==> config.mk <==
export PLATFORM = sky130hd
export DESIGN_NAME = button_bank_flat
export DESIGN_NICKNAME = d
export VERILOG_FILES = /design/src/rtl/button_pkg.sv /design/src/rtl/button_bank_if.sv /design/src/rtl/button_chan.sv /design/src/rtl/button_bank.sv /design/src/flat_wrapper.sv
export SDC_FILE = /design/constraint.sdc
export NUM_CORES = 1
export LEC_CHECK = 0
export ABC_AREA = 1
export CAP_MARGIN = 40
export CORE_AREA = 4 4 62 64
export DETAILED_ROUTE_END_ITERATION = 8
export DIE_AREA = 0 0 66 68
export PLACE_DENSITY = 0.71
export REMOVE_ABC_BUFFERS = 1
export SLEW_MARGIN = 10
export SYNTH_ARGS = -nofsm -noshare
export SYNTH_HDL_FRONTEND = slang
export SYNTH_SLANG_ARGS = --single-unit
==> constraint.sdc <==
create_clock -name clk -period 1.1 [get_ports clk]
set_input_delay 0.22 -clock clk [delete_from_list [all_inputs] [get_ports clk]]
set_output_delay 0.22 -clock clk [all_outputs]
set_load 0.02 [all_outputs]
==> src/rtl/button_pkg.sv <==
// button_pkg: shared types and default parameter values for the button bank.
// The hold/auto-repeat logic is only built when BUTTON_BANK_HOLD_EN is defined.
package button_pkg;

  // Per-channel hold/auto-repeat FSM states
  typedef enum logic [1:0] {
    HOLD_IDLE   = 2'd0,
    HOLD_WAIT   = 2'd1,
    HOLD_REPEAT = 2'd2
  } hold_state_t;

  // Default configuration
  localparam int DEF_N            = 4;
  localparam int DEF_DB_BITS      = 3;
  localparam int DEF_HOLD_TICKS   = 64;
  localparam int DEF_REPEAT_TICKS = 16;

endpackage

==> src/rtl/button_bank_if.sv <==
// button_bank_if: groups the per-channel button pins and the conditioned
// outputs of the button bank. The slave modport is the conditioner side.
interface button_bank_if
  import button_pkg::*;
#(
  parameter int N = DEF_N
);

  logic [N-1:0] btn_i;
  logic [N-1:0] level_o;
  logic [N-1:0] press_o;
  logic [N-1:0] release_o;
  logic [N-1:0] hold_o;

  modport master (
    output btn_i,
    input  level_o,
    input  press_o,
    input  release_o,
    input  hold_o
  );

  modport slave (
    input  btn_i,
    output level_o,
    output press_o,
    output release_o,
    output hold_o
  );

endinterface

==> src/rtl/button_chan.sv <==
// button_chan: one button channel -- 2-flop synchroniser, symmetric tick-based
// debounce, registered press/release pulses and, when BUTTON_BANK_HOLD_EN is
// defined, a hold/auto-repeat FSM. Without the macro o_hold is constant 0.
module button_chan
  import button_pkg::*;
#(
  parameter int DB_BITS      = DEF_DB_BITS,
  parameter int HOLD_TICKS   = DEF_HOLD_TICKS,
  parameter int REPEAT_TICKS = DEF_REPEAT_TICKS
) (
  input  logic clk,
  input  logic reset,
  input  logic i_tick,
  input  logic i_btn,
  output logic o_level,
  output logic o_press,
  output logic o_release,
  output logic o_hold
);

  localparam logic [DB_BITS-1:0] CNT_MAX = {DB_BITS{1'b1}};

  logic [1:0]         r_sync;
  logic [DB_BITS-1:0] r_cnt;
  logic               r_st;
  logic               r_press;
  logic               r_release;

  logic w_s;
  logic w_differ;
  logic w_flip;
  logic w_rise;
  logic w_fall;

  // w_flip marks the tick edge on which the stable state takes the new value
  assign w_s      = r_sync[1];
  assign w_differ = i_tick & (w_s ^ r_st);
  assign w_flip   = w_differ & (r_cnt == CNT_MAX);
  assign w_rise   = w_flip & w_s;
  assign w_fall   = w_flip & ~w_s;

  // Synchroniser, debounce counter, stable state and edge pulses
  always_ff @(posedge clk or posedge reset) begin
    if (reset) begin
      r_sync    <= 2'b00;
      r_cnt     <= '0;
      r_st      <= 1'b0;
      r_press   <= 1'b0;
      r_release <= 1'b0;
    end else begin
      r_sync    <= {r_sync[0], i_btn};
      r_press   <= w_rise;
      r_release <= w_fall;
      if (i_tick) begin
        if (w_s == r_st) begin
          r_cnt <= '0;
        end else if (r_cnt != CNT_MAX) begin
          r_cnt <= r_cnt + {{(DB_BITS-1){1'b0}}, 1'b1};
        end else begin
          r_st  <= w_s;
          r_cnt <= '0;
        end
      end
    end
  end

  assign o_level   = r_st;
  assign o_press   = r_press;
  assign o_release = r_release;

`ifdef BUTTON_BANK_HOLD_EN
  localparam int HC_MAX = (HOLD_TICKS > REPEAT_TICKS) ? HOLD_TICKS : REPEAT_TICKS;
  localparam int HC_W   = $clog2(HC_MAX + 1);
  // hc counts ticks already seen, so the pulse fires when the last one arrives
  localparam logic [HC_W-1:0] HOLD_LAST   = HC_W'(HOLD_TICKS - 1);
  localparam logic [HC_W-1:0] REPEAT_LAST = HC_W'((REPEAT_TICKS > 0) ? (REPEAT_TICKS - 1) : 0);

  hold_state_t     r_state;
  logic [HC_W-1:0] r_hc;
  logic            r_hold;

  // Hold FSM: release wins over any pending hold pulse on the same edge
  always_ff @(posedge clk or posedge reset) begin
    if (reset) begin
      r_state <= HOLD_IDLE;
      r_hc    <= '0;
      r_hold  <= 1'b0;
    end else begin
      r_hold <= 1'b0;
      if (w_fall) begin
        r_state <= HOLD_IDLE;
        r_hc    <= '0;
      end else begin
        case (r_state)
          HOLD_IDLE: begin
            if (w_rise) begin
              r_state <= HOLD_WAIT;
              r_hc    <= '0;
            end
          end
          HOLD_WAIT: begin
            if (i_tick) begin
              if (r_hc == HOLD_LAST) begin
                r_hold  <= 1'b1;
                r_hc    <= '0;
                r_state <= (REPEAT_TICKS == 0) ? HOLD_IDLE : HOLD_REPEAT;
              end else begin
                r_hc <= r_hc + HC_W'(1);
              end
            end
          end
          HOLD_REPEAT: begin
            if (i_tick) begin
              if (r_hc == REPEAT_LAST) begin
                r_hold <= 1'b1;
                r_hc   <= '0;
              end else begin
                r_hc <= r_hc + HC_W'(1);
              end
            end
          end
          default: begin
            r_state <= HOLD_IDLE;
            r_hc    <= '0;
          end
        endcase
      end
    end
  end

  assign o_hold = r_hold;
`else
  // Hold timing parameters have no effect in this build
  logic w_unused_hold_cfg;
  assign w_unused_hold_cfg = (HOLD_TICKS != 0) | (REPEAT_TICKS != 0);
  assign o_hold = 1'b0;
`endif

endmodule

==> src/rtl/button_bank.sv <==
// button_bank: N independent button conditioners sharing clk, reset and the
// sample tick. Define BUTTON_BANK_HOLD_EN to build the hold/auto-repeat logic;
// otherwise hold_o is tied to 0.
module button_bank
  import button_pkg::*;
#(
  parameter int N            = DEF_N,
  parameter int DB_BITS      = DEF_DB_BITS,
  parameter int HOLD_TICKS   = DEF_HOLD_TICKS,
  parameter int REPEAT_TICKS = DEF_REPEAT_TICKS
) (
  input  logic         clk,
  input  logic         reset,
  input  logic         tick,
  button_bank_if.slave bus
);

  logic [N-1:0] w_level;
  logic [N-1:0] w_press;
  logic [N-1:0] w_release;
  logic [N-1:0] w_hold;

  for (genvar g = 0; g < N; g++) begin : g_chan
    button_chan #(
      .DB_BITS      (DB_BITS),
      .HOLD_TICKS   (HOLD_TICKS),
      .REPEAT_TICKS (REPEAT_TICKS)
    ) u_chan (
      .clk       (clk),
      .reset     (reset),
      .i_tick    (tick),
      .i_btn     (bus.btn_i[g]),
      .o_level   (w_level[g]),
      .o_press   (w_press[g]),
      .o_release (w_release[g]),
      .o_hold    (w_hold[g])
    );
  end

  assign bus.level_o   = w_level;
  assign bus.press_o   = w_press;
  assign bus.release_o = w_release;
  assign bus.hold_o    = w_hold;

endmodule
==> src/flat_wrapper.sv <==
// flat-port wrapper written by rule: the top's interface ports become plain ports
module button_bank_flat import button_pkg::*;
#(
  parameter int N            = DEF_N,
  parameter int DB_BITS      = DEF_DB_BITS,
  parameter int HOLD_TICKS   = DEF_HOLD_TICKS,
  parameter int REPEAT_TICKS = DEF_REPEAT_TICKS
)
  (clk, reset, tick, bus_btn_i, bus_level_o, bus_press_o, bus_release_o, bus_hold_o);
  button_bank_if #(.N(N)) bus_i ();
  input  logic clk;
  input  logic reset;
  input  logic tick;
  input wire logic [$bits(bus_i.btn_i)-1:0] bus_btn_i;
  output wire logic [$bits(bus_i.level_o)-1:0] bus_level_o;
  output wire logic [$bits(bus_i.press_o)-1:0] bus_press_o;
  output wire logic [$bits(bus_i.release_o)-1:0] bus_release_o;
  output wire logic [$bits(bus_i.hold_o)-1:0] bus_hold_o;
  assign bus_i.btn_i = bus_btn_i;
  assign bus_level_o = bus_i.level_o;
  assign bus_press_o = bus_i.press_o;
  assign bus_release_o = bus_i.release_o;
  assign bus_hold_o = bus_i.hold_o;
  button_bank #(.N(N), .DB_BITS(DB_BITS), .HOLD_TICKS(HOLD_TICKS), .REPEAT_TICKS(REPEAT_TICKS)) u_core (.clk(clk), .reset(reset), .tick(tick), .bus(bus_i));
endmodule
=== Word-level counts from Yosys, hierarchy flattened ===
Index checks and enable logic that the tools add are counted.

* Add/subtract/negate cells: 4
* $mul: 0
* Div/mod/pow operators: 0
* $lt $le $gt $ge: 0
* Eq/ne operators: 12
* Shifts and indexed selects: 0
* Muxes and demuxes: 8
* Bitwise operators: 32
* Reductions and logical operators: 4

{| class="wikitable"
|+ Operators by type and width
! operator !! number
|-
| $mux W3 || 8
|-
| $and A1 B1 Y1 || 16
|-
| $add A3 B1 Y3 const B || 4
|-
| $eq A3 B3 Y1 const B || 4
|-
| $ne A3 B3 Y1 const B || 4
|-
| $not A1 Y1 || 12
|-
| $reduce_and A3 Y1 || 4
|-
| $eq A1 B1 Y1 || 4
|-
| $xor A1 B1 Y1 || 4
|}

* Flip-flop bits (word level): 32
* Bits in latches: 0
* Bits in writable memories: 0
* Memory bits (read-only): 0
* Bits of input ports: 7
* Word-level logic and storage cells: 80
* Memories kept: 0

=== Longest topological paths before layout ===
* Depth in word-level cells: 4
* Gate-level depth with buffers: 5
* Mapped depth without buffers: 5

=== By module ===
Synthesis repeated with hierarchy kept, for this count alone.

* Cells, all modules: 136
* Area, all modules: 1346.3 um^2

{| class="wikitable"
|+ Modules (own cells, without submodules)
! module !! instances !! cells an instance !! area each (um^2) !! sequential area each (um^2)
|-
| button_chan || 4 || 34 || 336.6 || 200.2
|}

=== Worst setup path after synthesis ===
No wires, ideal clock.

* Path kind: register to register
* Start: register u_core.g_chan[1].u_chan.r_cnt[0]
* End: register u_core.g_chan[1].u_chan.r_st
* Library setup time: 0.119 ns
* Data arrival time: 1.012 ns
* Data required time: 0.981 ns
* Setup slack: -0.031 ns
* Cell stages (with the launch flop): 5
* Path buffers: 0
* Path through: dfrtp_1 > ha_1 > ha_1 > a31oi_1 > nor2_1

* Cells in the longest elaborated chain, start to end: 3

{| class="wikitable"
|+ Ends and longest elaborated chain
! what !! line !! RTL
|-
| start: declaration || button_chan.sv:24 || <nowiki>logic [DB_BITS-1:0] r_cnt;</nowiki>
|-
| start signal: assignment || button_chan.sv:58 || <nowiki>r_cnt <= r_cnt + {{(DB_BITS-1){1'b0}}, 1'b1};</nowiki>
|-
| $ne A3 B3 Y1 || button_chan.sv:57 || <nowiki>end else if (r_cnt != CNT_MAX) begin</nowiki>
|-
| $not A1 Y1 (no source line) || -- ||
|-
| $reduce_and A3 Y1 (no source line) || -- ||
|-
| end signal: assignment || button_chan.sv:60 || <nowiki>r_st <= w_s;</nowiki>
|-
| end: declaration || button_chan.sv:25 || <nowiki>logic r_st;</nowiki>
|}

Every way passes these cells.
A chain may end at the register's enable or synchronous reset.

=== Final worst setup path ===
* Start: register u_core.g_chan[1].u_chan.r_st
* End: output port bus_level_o[1]

{| class="wikitable"
|+ RTL lines
! what !! line !! RTL
|-
| end: declaration || flat_wrapper.sv:15 || <nowiki>output wire logic [$bits(bus_i.level_o)-1:0] bus_level_o;</nowiki>
|}

No word-level cell between the ends.

==> impl_metrics.yaml <==
run_status:
  status: "finished with violations"
  violations: "negative setup slack"
setup_path:
  timing.critical_path.from_type: "flip-flop"
  crit_cells: 1
  end_kind: "output pin"
  path_buf_inv: 1
  cp_top_family: "flip-flops"
  cp_data_required_time_ps: 880
  cp_slowest_cell: "dfrtp_1"
  reg2reg_from: "u_core.g_chan[3].u_chan.r_cnt[1]$_DFFE_PP0P_"
  worstRegToRegCells: 5
  reg2reg_setup_slack_ps: 0
  cp_data_arrival_time_ps: 920
  criticalPathCategory: "reg2out"
  path_cells: "buf_6"
  reg2reg_to: "u_core.g_chan[3].u_chan.r_cnt[0]$_DFFE_PP0P_"
  slowest_delay_ps: 430
  path_max_fanout: 2
finish:
  postLayoutCoreUtil_pct: 61.4
  fin_cells: 221
  area_growth_pct: 36.4
  antenna_cells: 0
  num-fill-cells: 246
  ff_latch_area_um2: 801
  nNetsFinal: 192
  multi_input_area_um2: 653
  drive_above_1_share_pct: 34.9
drt:
  drt-total-wl_um: 3050
  first_iter_violations: 97
  vias: 1102
  drtAntennaViolNets: 0
  avgRoutedWirePerCell_um: 13.8
  routed_via_density: 4.99
  route.detailed.drc: 0
  first_pass_iters: 4
grt:
  grt_pass1_wl_um: 4620
  grt_use_total_pct: 14.3
  grt_overflow_total: 0
  grt_pass1_vias: 1047
  antenna_found_initial: 0
  grt_max_degree: 33
clock_tree:
  clock-root-buffer: "clkbuf_4"
  cts_tree: "done"
  cts_num_sinks: 32
  cts_buffers: 5
  cts_buffer_depth: 2
  clk_pin_slew_ps: 100
  htree_levels: 2
  clk_latency_ps: 340
  cts.hold.buffers_added: 0
power_and_ir_drop:
  leakage_uw: 0.00104
  vdd_ir_drop_max_v: 0.000631
  comb_power_share_pct: 17.5
  switching_share_pct: 26.2
  pwr-share-clk_pct: 35.5
  p_sw_uw: 746
  power.total_uw: 2850
  p_per_area_mw_per_mm2: 1410
  p_int_uw: 2100
  p_seq_share_pct: 47.0
logic_synthesis:
  synth_seq_area_share_pct: 54.1
  netlist_area_mm2: 0.00148
  synth_cell_types: 13
  synth_cells: 150
  postSynthAreaPerCell_um2: 9.86
  synth-seq-cells: 32
  yosys_warnings: 0
sta:
  final.setup.tns_ps: -36.7
  final_max_slew_viol_count: 0
  setup_ws_ps: -36.7
  setup_viol_count_final: 1
  fin_crit_ps: 1140
  rsz0062_at_grt: "true"
  hold_viol_final: 0
  holdWs_ps: 201
  timing.final.crit_share_pct: 103
  fmax_mhz: 880
  fin_skew_ps: 13.3
die:
  row_count: 21
  core_mm2: 0.00328
  die_x_um: 66
  dieArea_mm2: 0.00449
  die_y_um: 68
  initial_core_util_pct: 45.0
  ios: 23
placement:
  place_congestion: 0.803
  dp.cells: 208
  hpwlAfterDp_um: 1750
  io_buffers: 18
job:
  cap_violations: 0
min_path:
  hp-class: "in2async"
-- worst register-to-register path: stages (launching register included) --
cell	delay [ps]
dfrtp_1	430
ha_4	200
ha_4	160
nor2_2	90
nand4_1	80
nand2_1	80
-- routing by layer --
layer	routed length (µm)	GRT usage, %	share of wire [%]
met2	1630	24.9	53
met4	103	11.4	3.4
met3	147	4.76	4.8
met1	1180	13.9	38
met5	0	0	0
-- cells in the final DEF (no fill, tap or decap) --
| cell | n |
|---|---|
| buf_4 | 13 |
| inv_1 | 17 |
| nand4_1 | 19 |
| nand2_2 | 1 |
| nand2_1 | 30 |
| nand2_4 | 1 |
| nor2_2 | 6 |
| buf_6 | 12 |
| clkbuf_4 | 5 |
| inv_2 | 2 |
| ha_4 | 10 |
| nor2_1 | 3 |
| inv_4 | 1 |
| nand4_4 | 1 |
| a31oi_2 | 1 |
| clkbuf_8 | 2 |
| buf_12 | 2 |
| clkdlybuf4s50_1 | 6 |
| a31oi_1 | 3 |
| ha_2 | 1 |
| dfrtp_1 | 32 |
| nor2_4 | 2 |
| bufinv_16 | 1 |
| conb_1 | 4 |
-- what timing repair did --
action	in CTS	in global routing
endpoints found under the setup margin	30	27
pin swaps	20	23
resized for setup	80	30
buffers inserted	3	2
-- flip-flops by register name, indices dropped and copies added (netlist names) --
signal	count
u_core.g_chan.u_chan.o_press	4
u_core.g_chan.u_chan.o_level	4
u_core.g_chan.u_chan.r_cnt	12
u_core.g_chan.u_chan.o_release	4
u_core.g_chan.u_chan.r_sync	8
-- metrics by stage --
step | setup WS [ps] | cell area, µm²
after floorplan | -32.0 | 1350
after global placement | -192 | 1680
after detailed placement | -211 | 1680
after CTS | -32.5 | 1860
after global routing | -79.9 | 2020
final | -36.7 | 2020
-- cell type report --
type / instances / share of cell area (%)
well taps: 46 / 2.85
clock buffers: 7 / 3.23
inverters: 20 / 3.85
repair buffers: 33 / 16.5
multi-input cells: 82 / 32.4
flip-flops and latches: 32 / 39.7
clock inverters: 1 / 1.49
-- worst max path at each step --
stage	start	endpoint
6_report	u_core.g_chan[1].u_chan.o_level$_DFFE_PP0P_	bus_level_o[1]
5_1_grt	u_core.g_chan[1].u_chan.o_level$_DFFE_PP0P_	bus_level_o[1]
4_1_cts	u_core.g_chan[1].u_chan.o_level$_DFFE_PP0P_	bus_level_o[1]
3_5_place_dp	tick	u_core.g_chan[3].u_chan.o_level$_DFFE_PP0P_
3_3_place_gp	tick	u_core.g_chan[3].u_chan.o_level$_DFFE_PP0P_
2_1_floorplan	u_core.g_chan[1].u_chan.r_cnt[0]$_DFFE_PP0P_	u_core.g_chan[1].u_chan.o_level$_DFFE_PP0P_
-- synth_stat cells --
| master | instances | area (µm²) |
|---|---|---|
| nand2_1 | 32 | 120 |
| buf_6 | 1 | 11.3 |
| nand4_1 | 19 | 119 |
| nand4_2 | 1 | 12.5 |
| buf_4 | 17 | 128 |
| a31oi_1 | 4 | 25.0 |
| inv_2 | 2 | 7.51 |
| inv_1 | 18 | 67.6 |
| dfrtp_1 | 32 | 801 |
| nor2_1 | 11 | 41.3 |
| ha_1 | 11 | 138 |
| buf_2 | 1 | 5.00 |
| conb_1 | 1 | 3.75 |
-- power by group through the flow --
stage	sequential, µW	combinational (µW)	clock, µW
global placement	1330	338	0
CTS	1320	402	1030
finish	1340	499	1010
global route	1350	551	1090
floorplan	1340	176	0
detailed placement	1330	360	0
-- cells by family (layout without fill, tap and decap cells) --
kind of cell,Yosys count,after routing,share of synthesized area [%]
AO/OA/AOI/OAI,4,4,1.69
adder cells (fa/ha/maj),11,11,9.31
buffers and inverters,39,61,14.8
flip-flops,32,32,54.1
other,1,4,0.254
AND/OR/NAND/NOR,63,63,19.8
Note: power is estimated with default switching activity, not from simulation.
